`src/rtl/div32_iter.sv`:
```
// Iterative 32-bit restoring divider: signed/unsigned quotient or remainder,
// one quotient bit per clock, with divide-by-zero and signed-overflow shortcuts.
module div32_iter #(
  parameter int WIDTH = 32
) (
  input  logic             clk,
  input  logic             rst_n,
  input  logic             start,
  input  logic [1:0]       op,
  input  logic [WIDTH-1:0] X,
  input  logic [WIDTH-1:0] Y,
  output logic             busy,
  output logic             done,
  output logic [WIDTH-1:0] result
);

  typedef enum logic [1:0] {IDLE, CALC, DONE} state_t;

  localparam logic [WIDTH-1:0] MinNeg = {1'b1, {(WIDTH-1){1'b0}}};

  state_t           r_state, w_next;
  logic [4:0]       r_cnt;
  logic [WIDTH-1:0] r_rem, r_quo, r_div, r_result;
  logic [1:0]       r_op;
  logic             r_qSign, r_rSign;

  logic             w_signedOp, w_divZero, w_ovf, w_special, w_fits;
  logic [WIDTH-1:0] w_xMag, w_yMag, w_specialRes;
  logic [WIDTH:0]   w_remSh, w_diff;
  logic [WIDTH-1:0] w_remNext, w_quoNext, w_quoOut, w_remOut, w_final;

  assign w_signedOp   = ~op[0];
  assign w_divZero    = (Y == '0);
  assign w_ovf        = w_signedOp && (X == MinNeg) && (Y == '1);
  assign w_special    = w_divZero || w_ovf;
  assign w_xMag       = (w_signedOp && X[WIDTH-1]) ? -X : X;
  assign w_yMag       = (w_signedOp && Y[WIDTH-1]) ? -Y : Y;
  assign w_specialRes = w_divZero ? (op[1] ? X : '1) : (op[1] ? '0 : MinNeg);

  // The bit shifted out of the remainder is kept as bit 32 so large divisors
  // still compare correctly; a set carry always means the divisor fits.
  assign w_remSh   = {r_rem, r_quo[WIDTH-1]};
  assign w_diff    = w_remSh - {1'b0, r_div};
  assign w_fits    = w_remSh[WIDTH] | ~w_diff[WIDTH];
  assign w_remNext = w_fits ? w_diff[WIDTH-1:0] : w_remSh[WIDTH-1:0];
  assign w_quoNext = {r_quo[WIDTH-2:0], w_fits};

  assign w_quoOut = (r_op == 2'b00 && r_qSign) ? -w_quoNext : w_quoNext;
  assign w_remOut = (r_op == 2'b10 && r_rSign) ? -w_remNext : w_remNext;
  assign w_final  = r_op[1] ? w_remOut : w_quoOut;

  always_ff @(posedge clk or negedge rst_n) begin
    if (!rst_n) r_state <= IDLE;
    else        r_state <= w_next;
  end

  always_comb begin
    w_next = r_state;
    case (r_state)
      IDLE:    if (start) w_next = w_special ? DONE : CALC;
      CALC:    if (r_cnt == 5'd0) w_next = DONE;
      DONE:    w_next = IDLE;
      default: w_next = IDLE;
    endcase
  end

  always_ff @(posedge clk or negedge rst_n) begin
    if (!rst_n) begin
      r_cnt    <= '0;
      r_rem    <= '0;
      r_quo    <= '0;
      r_div    <= '0;
      r_result <= '0;
      r_op     <= '0;
      r_qSign  <= 1'b0;
      r_rSign  <= 1'b0;
    end else begin
      case (r_state)
        IDLE: begin
          if (start) begin
            r_op    <= op;
            r_div   <= w_yMag;
            r_qSign <= w_signedOp & (X[WIDTH-1] ^ Y[WIDTH-1]);
            r_rSign <= w_signedOp & X[WIDTH-1];
            if (w_special) begin
              r_result <= w_specialRes;
            end else begin
              r_cnt <= 5'(WIDTH-1);
              r_rem <= '0;
              r_quo <= w_xMag;
            end
          end
        end
        CALC: begin
          r_rem <= w_remNext;
          r_quo <= w_quoNext;
          r_cnt <= r_cnt - 5'd1;
          if (r_cnt == 5'd0) r_result <= w_final;
        end
        default: ;
      endcase
    end
  end

  assign busy   = (r_state == CALC);
  assign done   = (r_state == DONE);
  assign result = r_result;

endmodule

```
`config.mk`:
```
export PLATFORM = sky130hd
export DESIGN_NAME = div32_iter
export DESIGN_NICKNAME = d
export VERILOG_FILES = /design/src/rtl/div32_iter.sv
export SDC_FILE = /design/constraint.sdc
export NUM_CORES = 1
export LEC_CHECK = 0
export ABC_CLOCK_PERIOD_IN_PS = 8100
export BUFFER_PORTS_ARGS = -buffer_cell sky130_fd_sc_hd__buf_4
export CAP_MARGIN = 20
export CORE_AREA = 2 2 216 218
export CTS_BUF_LIST = sky130_fd_sc_hd__clkbuf_4 sky130_fd_sc_hd__clkbuf_8
export DETAILED_ROUTE_END_ITERATION = 10
export DIE_AREA = 0 0 218 220
export PLACE_DENSITY = 0.44
export REMOVE_ABC_BUFFERS = 1
export SYNTH_ARGS = -nofsm -noshare
export SYNTH_HDL_FRONTEND = slang
export SYNTH_SLANG_ARGS = --single-unit
```
`constraint.sdc`:
```
create_clock -name clk -period 8.1 [get_ports clk]
set_clock_uncertainty 0.15 [all_clocks]
set_input_delay 1.215 -clock clk [delete_from_list [all_inputs] [get_ports clk]]
set_output_delay 1.215 -clock clk [all_outputs]
set_load 0.005 [all_outputs]
```
-- Yosys cells after proc, flatten, opt, wreduce, memory -nomap -nowiden
Cells that the tools add are included.
- $add $sub $neg: 6
- equality and inequality tests: 9
- mux-type cells: 26
- bitwise operators: 6
- reductions and logical operators: 16
- operators by type and width (operator ; number):
    $mux W32 ; 16
    $pmux W32 S2 ; 3
    $neg A32 Y32 ; 4
    $eq A32 B32 Y1 const B ; 2
    $sub A33 B32 Y33 ; 1
    $logic_not A32 Y1 ; 1
    $mux W5 ; 2
    $pmux W5 S2 ; 1
    $logic_and A1 B1 Y1 ; 6
    $mux W2 ; 3
    $ne A2 B2 Y1 const B ; 3
    $logic_not A5 Y1 ; 1
    $sub A5 B1 Y5 const B ; 1
    $eq A2 B2 Y1 const B ; 2
    $logic_not A2 Y1 ; 2
    $pmux W2 S2 ; 1
    $reduce_and A2 Y1 ; 2
    $reduce_and A4 Y1 ; 1
    $reduce_and A3 Y1 ; 1
    $and A1 B1 Y1 ; 2
    $eq A2 B1 Y1 const B ; 1
    $ne A2 B1 Y1 const B ; 1
    $not A1 Y1 ; 2
    $reduce_bool A2 Y1 ; 1
    other kinds (3) ; 3
- register bits after elaboration: 139
- input port bits: 69
- output and inout port bits: 34
- word-level logic and storage cells: 72

-- Longest topological paths before layout
- depth after elaboration: 9
- gate-level depth with buffers: 23
- mapped depth without buffers: 20

-- Worst setup path before layout
Ideal clock, no wire load.
- kind: register -> register
- start: reg r_quo[31]
- end: reg r_result[26] (netlist: result[26])
- setup time: 83 ps
- data arrival time: 4488 ps
- data required time: 7867 ps
- setup slack: 3380 ps
- cell stages (with the launch flop): 23
- buffers on the path: 3
- clock period less this slack: 4720 ps
- cell sequence: dfrtp_1 > inv_1 > ha_1 > fa_1 > and2b_1 > o31a_4 > o211ai_4 > a31o_4 > o21ai_4 > buf_2 > buf_2 > buf_2 > nand2_1 > o21ai_0 > ha_1 > and2_1 > o2111ai_1 > o41ai_1 > a31oi_1 > a21oi_1 > o21ai_0 > xnor2_1 > o21ai_0
- word-level cells in the longest chain between the ends: 9
- elaborated cells on any way between the ends: 11
- classes of those cells: add/sub (3); mux (6); bitwise (2)
- RTL lines (what ; RTL line ; RTL):
    start, declared ; 23 ; logic [WIDTH-1:0] r_rem, r_quo, r_div, r_result;
    start signal, assigned ; 90 ; r_quo <= w_xMag;
    start signal, assigned ; 96 ; r_quo <= w_quoNext;
    $sub A33 B32 Y33 ; 43 ; assign w_diff = w_remSh - {1'b0, r_div};
    $not A1 Y1 ; 44 ; assign w_fits = w_remSh[WIDTH] | ~w_diff[WIDTH];
    $or A1 B1 Y1 ; 44 ;
    $mux W32 ; 45 ; assign w_remNext = w_fits ? w_diff[WIDTH-1:0] : w_remSh[WIDTH-1:0];
    $neg A32 Y32 ; 49 ; assign w_remOut = (r_op == 2'b10 && r_rSign) ? -w_remNext : w_remNext;
    $mux W32 ; 49 ;
    $mux W32 (*) ; 50 ; assign w_final = r_op[1] ? w_remOut : w_quoOut;
    $mux W32 (*) ; 98 ; if (r_cnt == 5'd0) r_result <= w_final;
    $pmux W32 S2 (*) ; 78 ; case (r_state)
    end signal, assigned ; 86 ; r_result <= w_specialRes;
    end signal, assigned ; 98 ;
    end, declared ; 23 ;
Mark *: on every way between the ends. The rest lies on a longest branch, timed or not. The select of a mux whose other input is x is not followed.
A chain may end at the register's enable or synchronous reset.

-- Worst setup path in the final report
- start: reg r_rem[20]
- end: reg r_result[28] (netlist: result[28])
- word-level cells in the longest chain between the ends: 9
- elaborated cells on any way between the ends: 11
- classes of those cells: add/sub (3); mux (6); bitwise (2)
- RTL lines (what ; RTL line ; RTL):
    start, declared ; 23 ;
    start signal, assigned ; 95 ; r_rem <= w_remNext;
    $sub A33 B32 Y33 ; 43 ;
    $not A1 Y1 ; 44 ;
    $or A1 B1 Y1 ; 44 ;
    $mux W32 ; 45 ;
    $neg A32 Y32 ; 49 ;
    $mux W32 ; 49 ;
    $mux W32 (*) ; 50 ;
    $mux W32 (*) ; 98 ;
    $pmux W32 S2 (*) ; 78 ;
Marks and branches as above.

==> impl_results.md <==
* Setup bufs post-CTS at 0
* Main combinational cell family by area after synthesis: compound AO/OA/AOI/OAI gates
* Syn_area_per_cell at 7.72 µm²
* Cells on worst reg2reg path at 17
* Netlist Area Pre-Place at 11800 µm²
* Worst Hold Depth at 2
* Commonest cells after routing, fill and taps aside: nor2_1, o21ai_0, nand2_1
* Post-Synth XOR/XNOR Area at 0.104
* Kind of critical path: reg -> reg
* Unique masters post-synth at 90
* Largest vdd supply drop at 0.162 mV
* Final WL at 43.3 mm
* Clk_lat worst skew at 0.51 ns
* M1 GR Usage at 0.244
* Clk root buf: clkbuf_8
* Via density at 5.20
* Rel. slew slack at 0.175
* Nets at 1685
* Max clock buf depth at 2
* Worst EP required at 8.35 ns
* Count of final hold-check violations at 0
* Worst Max-Slew Pin Slew at 1.22 ns
* Starting Density at 0.256
* CTS clock-pin slew for the worst setup and hold paths at 0.10 ns
* Final period util at 0.645
* RSZ-0062 raised after global routing: false
* Commonest non-fill, non-tap cell in the layout: nor2_1
* Syn Inst Count at 1522
* Crit path arrival time at 5.48 ns
* Post-DRT Antenna Nets at 0
* Area occupied by multi-input gates at 7670 µm²
* Ys Warns at 0
* Simple-Gate Fraction of Synth Area at 0.219
* CTS resizes at 0
* Pleak at 5.39 nW
* All-Layer GR Usage at 0.185
* Full die area at 48000 µm²
* Setup Viol. Count Final at 0
* Flop pwr share at 0.206
* Met2 GRT Util at 0.310
* Total power at 6.85 mW
* Fillers at 5084
* Fmax achieved at 0.191 GHz
* ANT cells at 0
* CTS tree: yes
* Congestion Overflow GR at 0
* Area taken by flip-flops and latches at 3480 µm²
* Vias in the first global route at 11464
* Adder-Cell Fraction of Synth Area at 0.0432
* Switch share at 0.555
* Crit path max fanout at 42
* Die width at 218 µm
* Die height at 220 µm
* H-tree depth at 4
* Via count at 11427
* DRC viols at 0
* HP Class: reg -> reg
* Post-CTS Hold Buffers at 0
* Mux contribution to synthesized area at 0.0234
* Total clock buffers created by CTS at 17
* Post-synthesis compound-gate area fraction at 0.263
* Main synth FF type: dfrtp_1
* Async S/R FF share, synth at 1.00
* Port Buffer Count at 102
* Seq/Total Area, Yosys at 0.296
* Initial DRC Count at 769
* Most Crowded Layer GR: met2
* P per Cell Area at 511 nW/µm²
* CORE AREA at 45900 µm²
* Setup crit start kind: register
* Layout area overhead at 14.3%
* Cells after DPL at 2164
* Final sum of negative setup slack at 0 ns
* Max cap viols at 0
* Net Sw Power at 3.80 mW
* Layout Cells excl Fill at 2196
* Row count at 79
* Largest net degree at the start of global routing at 91
* Drt pass-1 iters at 5
* DP Wirelength at 32.8 mm
* First-pass GRT wire length at 68.2 mm
* GP Congestion at 0.857
* Final core utilization at 0.293
* IO Pins at 103
* Post-synth EDFFs at 0
* DR WL/cell at 19.7 µm
* Tmin final at 5.23 ns
* Comb power frac at 0.705
* Clock share of power at 0.089
* Max-slew violations at 0
* Share of post-route cells with drive strength above 1 at 0.118
* Pint at 3.05 mW
* Clock sink total at 139
* Outcome: completed
* Yosys reg bits at 139
* Crit path capture type: register
* GR Layer Usage met3 at 0.0268
* Initial antenna violation count at 1
routing by layer:
layer	vias up	part of all wire
met4	2	0.026
met2	229	0.48
met5	-	0.00018
met3	54	0.037
met1	5538	0.46
li1	5604	-
logic make-up (layout without fill, tap and decap cells):
kind of cell,Yosys count,count (layout)
and+or+nand+nor,552,552
AOI/OAI and AO/OA,479,479
buffers and inverters,145,212
xor gates and xnor gates,140,140
DFF,139,139
adders and majority gates,40,40
muxes,27,27
cell type report:
class | instances | share of cell area
inverter | 64 | 0.0181
tap | 607 | 0.0566
timing repair buffer | 116 | 0.0651
clock inverter | 14 | 0.0110
clock buffer | 18 | 0.0185
sequential | 139 | 0.259
multi-input combinational | 1238 | 0.572
power groups by stage:
stage | clock network [mW] | logic [mW] | registers, mW
3_3_place_gp | 0 | 4.80 | 1.42
3_5_place_dp | 0 | 4.82 | 1.43
5_1_grt | 0.654 | 5.42 | 1.46
4_1_cts | 0.630 | 4.85 | 1.41
6_report | 0.610 | 4.83 | 1.41
2_1_floorplan | 0 | 3.42 | 1.30
synth_stat cells, drive strengths merged, types with 4 or more instances:
library cell / instances / area share
or3: 20 / 0.011
o211ai: 34 / 0.024
nor2b: 5 / 0.0027
o22ai: 22 / 0.012
dfrtp: 139 / 0.30
o21a: 13 / 0.0083
a221o: 13 / 0.011
nand2b: 13 / 0.0069
or4: 9 / 0.0057
nand3: 43 / 0.018
o21ai: 168 / 0.073
nand3b: 4 / 0.0026
a31oi: 31 / 0.017
xor2: 74 / 0.055
mux2: 4 / 0.0038
nand4: 14 / 0.0075
xnor2: 66 / 0.049
and2: 10 / 0.0053
nor3: 42 / 0.019
mux2i: 23 / 0.020
o41ai: 11 / 0.010
buf: 29 / 0.014
and3: 10 / 0.0053
nand2: 161 / 0.052
a211oi: 11 / 0.0075
clkbuf: 52 / 0.017
ha: 39 / 0.042
o31ai: 21 / 0.014
o21bai: 6 / 0.0038
a21oi: 95 / 0.040
inv: 64 / 0.021
o211a: 4 / 0.0034
a21o: 7 / 0.0045
nor2: 186 / 0.060
or2: 8 / 0.0045
nor4: 19 / 0.013
registers in the layout, indices dropped and copies added (netlist names):
name / flops
r_div: 32
r_state: 2
r_qSign: 1
r_quo: 32
result: 32
r_cnt: 5
r_rSign: 1
r_rem: 32
r_op: 2
final timing paths:
path | startpoint | endpoint | slack [ns]
worst max-delay path | r_rem[20] | result[28] | 2.87
worst min-delay path | r_div[10] | r_div[10] | 0.34
worst max register to register | r_rem[20] | result[28] | 2.87
worst min register to register | r_div[10] | r_div[10] | 0.34
max in group asynchronous | rst_n | r_quo[7] | 5.84
min in group asynchronous | rst_n | r_div[29] | 0.67
through the flow:
| step | hold slack [ns] | instance area (µm²) | setup WS [ns] |
|---|---|---|---|
| after floorplan | 0.300 | 11400 | 3.28 |
| after global placement | 0.321 | 13000 | 2.69 |
| after CTS | 0.342 | 13400 | 2.92 |
| after detailed placement | 0.321 | 13000 | 2.63 |
| final | 0.336 | 13400 | 2.87 |
| after global routing | 0.369 | 13400 | 2.44 |
critical path, cell delays in order (launching register included):
cell      delay, ns
dfrtp_1        0.44
ha_1           0.37
a21oi_1        0.26
o21ai_0        0.23
a21oi_1        0.23
o2111a_1       0.36
o21ai_4        0.17
buf_4          0.33
inv_4          0.39
ha_1           0.30
nand2_1        0.21
nor4_1         0.63
a21oi_1        0.18
xnor2_1        0.18
o22ai_1        0.13
nor3b_1        0.30
mux2i_1        0.12
o211a_1        0.14
(Power assumes the default switching activity.)
